===== config.mk =====
export PLATFORM = sky130hd
export DESIGN_NAME = radix4_mult_pipe
export DESIGN_NICKNAME = d
export VERILOG_FILES = /design/src/rtl/radix4_pkg.sv /design/src/rtl/radix4_booth_encoder_p.sv /design/src/rtl/radix4_mult_pipe.sv
export SDC_FILE = /design/constraint.sdc
export NUM_CORES = 1
export LEC_CHECK = 0
export CAP_MARGIN = 10
export CORE_AREA = 2 2 152 154
export DETAILED_ROUTE_END_ITERATION = 6
export DIE_AREA = 0 0 154 156
export SETUP_SLACK_MARGIN = 0.3
export SLEW_MARGIN = 10
export SYNTH_ARGS = -nofsm -noshare
export SYNTH_HDL_FRONTEND = slang
export SYNTH_SLANG_ARGS = --single-unit

===== constraint.sdc =====
create_clock -name clk -period 5.2 [get_ports clk]
set_clock_uncertainty 0.2 [all_clocks]
set_input_delay 1.04 -clock clk [delete_from_list [all_inputs] [get_ports clk]]
set_output_delay 1.04 -clock clk [all_outputs]
set_load 0.02 [all_outputs]

===== src/rtl/radix4_pkg.sv =====
// Shared types and sizing helpers for the radix-4 Booth multiplier.
package radix4_pkg;

   typedef struct packed {
      logic neg;
      logic two;
      logic one;
   } booth_digit_t;

   localparam booth_digit_t DIGIT_ZERO = '{neg: 1'b0, two: 1'b0, one: 1'b0};

   function automatic int unsigned npp(input int unsigned width);
      return width / 2 + 1;
   endfunction

   function automatic int unsigned row_width(input int unsigned width);
      return 2 * width;
   endfunction

   // Overlapping triplet {x[2i+1], x[2i], x[2i-1]} -> digit in {-2..+2}; 111 is -0, kept as zero.
   function automatic booth_digit_t booth_enc(input logic [2:0] trip);
      booth_digit_t d;
      d = DIGIT_ZERO;
      case (trip)
         3'b001, 3'b010: d.one = 1'b1;
         3'b011:         d.two = 1'b1;
         3'b100: begin
            d.neg = 1'b1;
            d.two = 1'b1;
         end
         3'b101, 3'b110: begin
            d.neg = 1'b1;
            d.one = 1'b1;
         end
         default:        d = DIGIT_ZERO;
      endcase
      return d;
   endfunction

endpackage


===== src/rtl/radix4_booth_encoder_p.sv =====
// Combinational Booth recoder: multiplier + multiplicand -> shifted partial-product rows and carry-ins.
module radix4_booth_encoder_p
   import radix4_pkg::*;
#(
   parameter int unsigned WIDTH = 11
) (
   input  logic [WIDTH-1:0]                                a,
   input  logic [WIDTH-1:0]                                x,
   input  logic                                            signed_mode,
   output logic [npp(WIDTH)-1:0][row_width(WIDTH)-1:0]     rows_c,
   output logic [npp(WIDTH)-1:0]                           cin_c
);

   localparam int unsigned NPP = npp(WIDTH);
   localparam int unsigned RW  = row_width(WIDTH);
   localparam int unsigned XW  = 2 * NPP;
   localparam int unsigned AW  = WIDTH + 2;

   logic          x_ext;
   logic          a_ext;
   logic [XW:0]   x_pad;
   logic [AW-1:0] a_wide;

   assign x_ext  = signed_mode & x[WIDTH-1];
   assign a_ext  = signed_mode & a[WIDTH-1];
   // Bit 0 is the implicit x[-1]=0; the top is extended to an even digit count.
   assign x_pad  = {{(XW - WIDTH){x_ext}}, x, 1'b0};
   assign a_wide = {{2{a_ext}}, a};

   for (genvar i = 0; i < NPP; i++) begin : g_row
      booth_digit_t  dig;
      logic [AW-1:0] mag;
      logic [RW-1:0] row;

      assign dig = booth_enc(x_pad[2*i +: 3]);
      // One's complement here; the +1 travels as cin_c[i] at the row LSB.
      assign mag = (dig.one ? a_wide : (dig.two ? {a_wide[AW-2:0], 1'b0} : '0)) ^ {AW{dig.neg}};
      assign row = {{(RW - AW){mag[AW-1]}}, mag};
      assign rows_c[i] = row << (2 * i);
      assign cin_c[i]  = dig.neg;
   end

endmodule


===== src/rtl/radix4_mult_pipe.sv =====
// Pipelined radix-4 Booth multiplier, signed/unsigned per beat, valid/ready with full backpressure.
module radix4_mult_pipe
   import radix4_pkg::*;
#(
   parameter int unsigned WIDTH = 11,
   parameter int unsigned TAG_W = 4
) (
   input  logic                 clk,
   input  logic                 rst_n,
   input  logic                 in_valid,
   output logic                 in_ready,
   input  logic                 signed_in,
   input  logic [WIDTH-1:0]     a_in,
   input  logic [WIDTH-1:0]     x_in,
   input  logic [TAG_W-1:0]     tag_in,
   output logic                 out_valid,
   input  logic                 out_ready,
   output logic [2*WIDTH-1:0]   p_out,
   output logic [TAG_W-1:0]     tag_out
);

   localparam int unsigned NPP = npp(WIDTH);
   localparam int unsigned RW  = row_width(WIDTH);

   logic                   advance;

   logic                   op_v;
   logic                   op_sgn;
   logic [WIDTH-1:0]       op_a;
   logic [WIDTH-1:0]       op_x;
   logic [TAG_W-1:0]       op_tag;

   logic [NPP-1:0][RW-1:0] rows_c;
   logic [NPP-1:0]         cin_c;
   logic [2*NPP-1:0]       cin_il;

   logic                   pp_v;
   logic [NPP-1:0][RW-1:0] pp_rows;
   logic [RW-1:0]          pp_cin;
   logic [TAG_W-1:0]       pp_tag;

   logic                   cs_v;
   logic [RW-1:0]          cs_sum;
   logic [RW-1:0]          cs_car;
   logic [TAG_W-1:0]       cs_tag;

   logic [RW-1:0]          sum_c;
   logic [RW-1:0]          car_c;

   // Whole pipe moves in lockstep; only a held output can stall it.
   assign advance  = ~out_valid | out_ready;
   assign in_ready = advance & rst_n;

   radix4_booth_encoder_p #(.WIDTH(WIDTH)) u_enc (
      .a           (op_a),
      .x           (op_x),
      .signed_mode (op_sgn),
      .rows_c      (rows_c),
      .cin_c       (cin_c)
   );

   // Negation carry-ins become one extra sparse row at even bit positions.
   for (genvar i = 0; i < NPP; i++) begin : g_cin
      assign cin_il[2*i]   = cin_c[i];
      assign cin_il[2*i+1] = 1'b0;
   end

   // Carry-save chain: NPP rows plus the carry-in row down to sum/carry.
   for (genvar i = 0; i < NPP; i++) begin : g_csa
      logic [RW-1:0] s;
      logic [RW-1:0] c;
      if (i == 0) begin : g_init
         assign s = pp_cin;
         assign c = pp_rows[0];
      end else begin : g_step
         assign s = g_csa[i-1].s ^ g_csa[i-1].c ^ pp_rows[i];
         assign c = ((g_csa[i-1].s & g_csa[i-1].c) |
                     (g_csa[i-1].s & pp_rows[i])   |
                     (g_csa[i-1].c & pp_rows[i])) << 1;
      end
   end

   assign sum_c = g_csa[NPP-1].s;
   assign car_c = g_csa[NPP-1].c;

   always_ff @(posedge clk) begin
      if (!rst_n) begin
         op_v      <= 1'b0;
         pp_v      <= 1'b0;
         cs_v      <= 1'b0;
         out_valid <= 1'b0;
         p_out     <= '0;
         tag_out   <= '0;
      end else if (advance) begin
         op_v      <= in_valid;
         pp_v      <= op_v;
         cs_v      <= pp_v;
         out_valid <= cs_v;
         if (in_valid) begin
            op_a   <= a_in;
            op_x   <= x_in;
            op_sgn <= signed_in;
            op_tag <= tag_in;
         end
         if (op_v) begin
            pp_rows <= rows_c;
            pp_cin  <= RW'(cin_il);
            pp_tag  <= op_tag;
         end
         if (pp_v) begin
            cs_sum <= sum_c;
            cs_car <= car_c;
            cs_tag <= pp_tag;
         end
         if (cs_v) begin
            p_out   <= cs_sum + cs_car;
            tag_out <= cs_tag;
         end
      end
   end

endmodule


**Word level (Yosys, flattened, before mapping)**

Index checks and enable logic that the tools add are counted.

- Multiplexer cells: 30
- Reductions and logical operators: 21
- Bitwise operators: 46
- Equal/unequal tests: 33
- $add $sub $neg: 1

Operators by type and width:

| cell | count |
|---|---|
| $and 21x21->21 | 13 |
| $or 21x21->21 | 10 |
| $xor 22x22->22 | 9 |
| $mux 13 | 10 |
| $xor 13x13->13 | 5 |
| $eq 3x3->1 const B | 15 |
| $and 11x21->21 | 2 |
| $eq 3x2->1 const B | 10 |
| $mux 12 | 2 |
| $add 22x22->22 | 1 |
| $xor 11x22->22 | 1 |
| $reduce_or 4->1 | 5 |
| $mux 1 | 18 |
| $eq 3x1->1 const B | 5 |
| $reduce_or 3->1 | 5 |
| $reduce_or 2->1 | 7 |
| $xor 12x12->12 | 1 |
| $reduce_and 3->1 | 3 |
| $eq 2x2->1 const B | 2 |
| $and 1x1->1 | 3 |
| $eq 2x1->1 const B | 1 |
| $reduce_and 2->1 | 1 |
| $not 1->1 | 1 |
| $or 1x1->1 | 1 |

- Flip-flop bits (word level): 191
- Output and inout port bits: 28
- Logic and storage cells: 152
- Input port bits: 31

**Depth between registers and ports, before layout**

- Word-level depth: 15
- Gate-level depth with buffers: 8
- Mapped depth without buffers: 8

**By module**

A second synthesis with hierarchy kept.

- Cells, all modules: 1009
- Area, all modules: 13663.1 µm²

Modules (own cells, without submodules):

| module | cells each | seq. area each (µm²) | area each (µm²) | times used |
|---|---|---|---|---|
| radix4_mult_pipe | 631 | 7086.8 | 10874.2 | 1 |
| radix4_booth_encoder_p | 378 | 0.0 | 2788.9 | 1 |

**Least setup slack after synthesis**

No wires, ideal clock.

- Kind: in2reg
- Start point: in rst_n
- End point: reg pp_rows, in the netlist g_csa[0].c[0] (enable)
- Arrival: 3.625 ns
- Cell stages on the path: 3
- Library setup time: 0.456 ns
- Setup slack: 0.919 ns
- Buffers on the path: 2
- Required time: 4.544 ns
- Path through: clkbuf_1 clkbuf_1 and3_1

- Cells in the longest elaborated chain, start to end: 1

RTL lines:

| item | line | source |
|---|---|---|
| from (decl) | radix4_mult_pipe.sv:9 | `input logic rst_n,` |
| $reduce_and 3->1 (no line) | n/a |  |
| to (signal assigned) | radix4_mult_pipe.sv:106 | `pp_rows <= rows_c;` |
| to (decl) | radix4_mult_pipe.sv:38 | `logic [NPP-1:0][RW-1:0] pp_rows;` |

No other way between the ends.
A chain may end at the register's enable or synchronous reset.

**Final worst setup path**

- Start point: in rst_n
- End point: out in_ready

- Cells in the longest elaborated chain, start to end: 1

RTL lines:

| item | line | source |
|---|---|---|
| $and 1x1->1 | radix4_mult_pipe.sv:52 | `assign in_ready = advance & rst_n;` |
| to (decl) | radix4_mult_pipe.sv:11 | `output logic in_ready,` |

No other way between the ends.

==> out/metrics.csv <==
metric,value,unit
status,finished clean,
gp_congestion,0.842,
cts_resized,0,
clock-sinks,186,
via_count,6075,
core-area,22400,µm²
syn_nets,925,
p_int,0.00255,W
multiInputGateArea,4390,µm²
cp_max_fo,46,
drt_iter0_markers,338,
die_area,24000,µm²
critPathMostFrequentCell,clkdlybuf4s50_1,
area_growth,13.4,%
synth_top_area_share,0.470,
grt_max_degree,60,
critPathSlowestCell,clkdlybuf4s50_1,
pin_count,59,
postRouteAntennaNets,0,
ir_worst_vdd,0.000210,V
cts_root_buffer,clkbuf_16,
cp-end-kind,output pin,
hold_start,pp_tag[3],
clk_pin_slew,0.07,ns
worstSkewPairLatency,0.43,ns
crit_chain,clkdlybuf4s50_1 > buf_4 > and2_1 > clkdlybuf4s50_1,
hold_buffers,0,
slowest_delay,0.59,ns
stdcell_area,11300,µm²
comb_power_share,0.136,
worst_r2r_path_depth,5,
setup_violations,0,
relSlewSlack,0.321,
syn_inst,797,
tightest_slew,1.02,ns
reg2reg_to,pp_rows[121],
slew_violations,0,
path_class,input pin to output pin,
start_util,0.446,
sw_frac_of_total,0.263,
crit_arrival,2.62,ns
ys.flop_type,edfxtp_1,
htreeDepth,4,
yosysTopAreaCell,edfxtp_1,
dp_cells,1094,
max_clock_freq,259,MHz
min_to,cs_tag[3],
port_buffers,58,
setup_tns,0,ns
startpoint_type,input pin,
synth_edf_count,156,
synth-seq-cells,186,
fillCellCount,1919,
hold_depth,0,
cp.required,3.96,ns
dieHeight,156,µm
p_per_area,307,nW/µm²
r2r-start,op_x[9],
synthesis.area,9970,µm²
fp.dieW,154,µm
overflow,0,
leakagePower,4.13,nW
rrSetupSlack,1.85,ns
wl,19700,µm
crit_family,buffers and inverters,
pwr-share-clk,0.355,
row_count,55,
grt_pass1_vias,6125,
synth_area_leaders,"edfxtp_1, fa_1, dfxtp_1",
regArea,5290,µm²
yosysWarnings,0,
cp_num_buf_inv,3,
first_pass_iters,6,
antenna_found_initial,0,
clock_path_buffers,2,
p_sw,0.000912,W
power_frac_seq,0.509,
dp_hpwl,14300,µm
ys_seq_area_frac,0.530,
viasPerCell,5.40,
period_share,0.742,
hold_class,flop to flop,
route.detailed.drc,0,
max_cap_viol_count,0,
drive_gt1_frac,0.0618,
dpl-instance-area,10800,µm²
detail_route.wl_per_cell,17.5,µm
cts_buffers,17,
grt_pass1_wl,32000,µm
finalWorstPathRequiredPeriod,3.86,ns
synth_area_per_cell,12.5,µm²
synthArstFlopShare,0,
cts_tree,built,
finalNetCount,956,
hold_slack,0.220,ns
hold_viol_final,0,
grt_use_total,0.171,
synth_cell_types,53,
post_cts_buffers,0,
antennaDiodeCount,0,
rsz0062_at_grt,no,
setup.worst_path.start,rst_n,
fin_cells,1126,
layer usage:
metal,global-route usage,vias to the layer above,share of wire
li1,-,2949,-
met1,0.222,2933,0.46
met2,0.285,161,0.48
met3,0.0328,32,0.039
met4,0.0703,0,0.023
met5,0,-,0
metrics by stage:
stage	util	total power, W	worst slack, ns
after floorplan	-	0.00210	0.919
after global placement	0.481	0.00225	1.34
after detailed placement	0.481	0.00227	1.33
after CTS	0.506	0.00350	1.33
after global routing	0.506	0.00363	1.24
final	0.506	0.00347	1.34
worst max-delay path by stage:
stage | endpoint | slack (ns) | depth (start not counted)
after floorplan | g_csa[0].c[0] | 0.92 | 3
after global placement | in_ready | 1.34 | 4
after detailed placement | in_ready | 1.33 | 4
after CTS | in_ready | 1.33 | 4
after global routing | in_ready | 1.24 | 4
final | in_ready | 1.34 | 4
area by class of cell:
class                           count  area share
Multi-Input combinational cell    531       0.388
Tap cell                          285      0.0315
Timing Repair Buffer               63      0.0547
Clock buffer                       17      0.0376
Clock inverter                     15      0.0112
Inverter                           29     0.00963
Sequential cell                   186       0.467
worst reg2reg max path, delay by kind of cell (launching register included):
kind | cells | cell delay (ns)
xor+xnor | 1 | 0.19
fa+ha+maj | 1 | 0.56
compound gates | 2 | 0.98
flops | 1 | 0.94
buf+inv | 1 | 0.22
kinds of logic (layout without fill, tap and decap cells):
family,Yosys count,after routing,share of synthesized area
adders and majority gates,99,99,0.164
muxes,3,3,0.00301
and+or+nand+nor,164,164,0.0768
AOI/OAI and AO/OA,195,195,0.134
xor gates and xnor gates,70,70,0.0615
DFF,186,186,0.530
buffers and inverters,80,124,0.0306
synth_stat cells, drive strengths merged, types with 7 or more instances:
master	n
o21ai	57
nor2	22
xnor2	23
ha	44
buf	8
nand2	80
a21boi	16
a22oi	46
inv	29
a21o	10
a21oi	23
dfxtp	30
and2	8
edfxtp	156
fa	53
xor2	47
nand3	21
clkbuf	43
a221o	7
nor3	7
cell usage in the layout (no fill, tap or decap), drive strengths merged, types with 2 or more instances in the layout:
master / instances
nand2: 80
clkbuf: 17
fa: 53
clkinv: 2
maj3: 2
xnor2: 23
a22oi: 46
a21oi: 23
o21a: 3
ha: 44
dfxtp: 30
a21boi: 16
nor2b: 3
nor3b: 2
edfxtp: 156
nand2b: 4
nand3b: 5
o311ai: 5
o21ai: 57
nand4: 2
and3: 4
or2: 2
o211a: 3
nor3: 7
inv: 41
clkdlybuf4s50: 58
a211o: 6
a21o: 10
o211ai: 5
nand4b: 2
and2: 8
nor2: 22
a221o: 7
nand3: 21
xor2: 47
buf: 5
mux2i: 3
a31oi: 5
o31ai: 4
flip-flops by register name, indices dropped and copies added (netlist names):
signal and cells:
op_a 11, op_sgn 1, tag_out 4, p_out 22, cs_tag 4, op_x 11, cs_v 1, pp_v 1
op_v 1, out_valid 1, pp_rows 64, cs_car 16, g_csa.c 13, g_csa.s 6, op_tag 4, pp_tag 4
cs_sum 22
power by group through the flow:
stage	Sequential [W]	Clock, W	Combinational (W)
finish	0.00176	0.00123	0.000473
detailed placement	0.00180	0	0.000473
CTS	0.00176	0.00126	0.000478
floorplan	0.00177	0	0.000336
global route	0.00177	0.00132	0.000538
global placement	0.00179	0	0.000459
No activity file was read; power rests on OpenSTA's default activity.
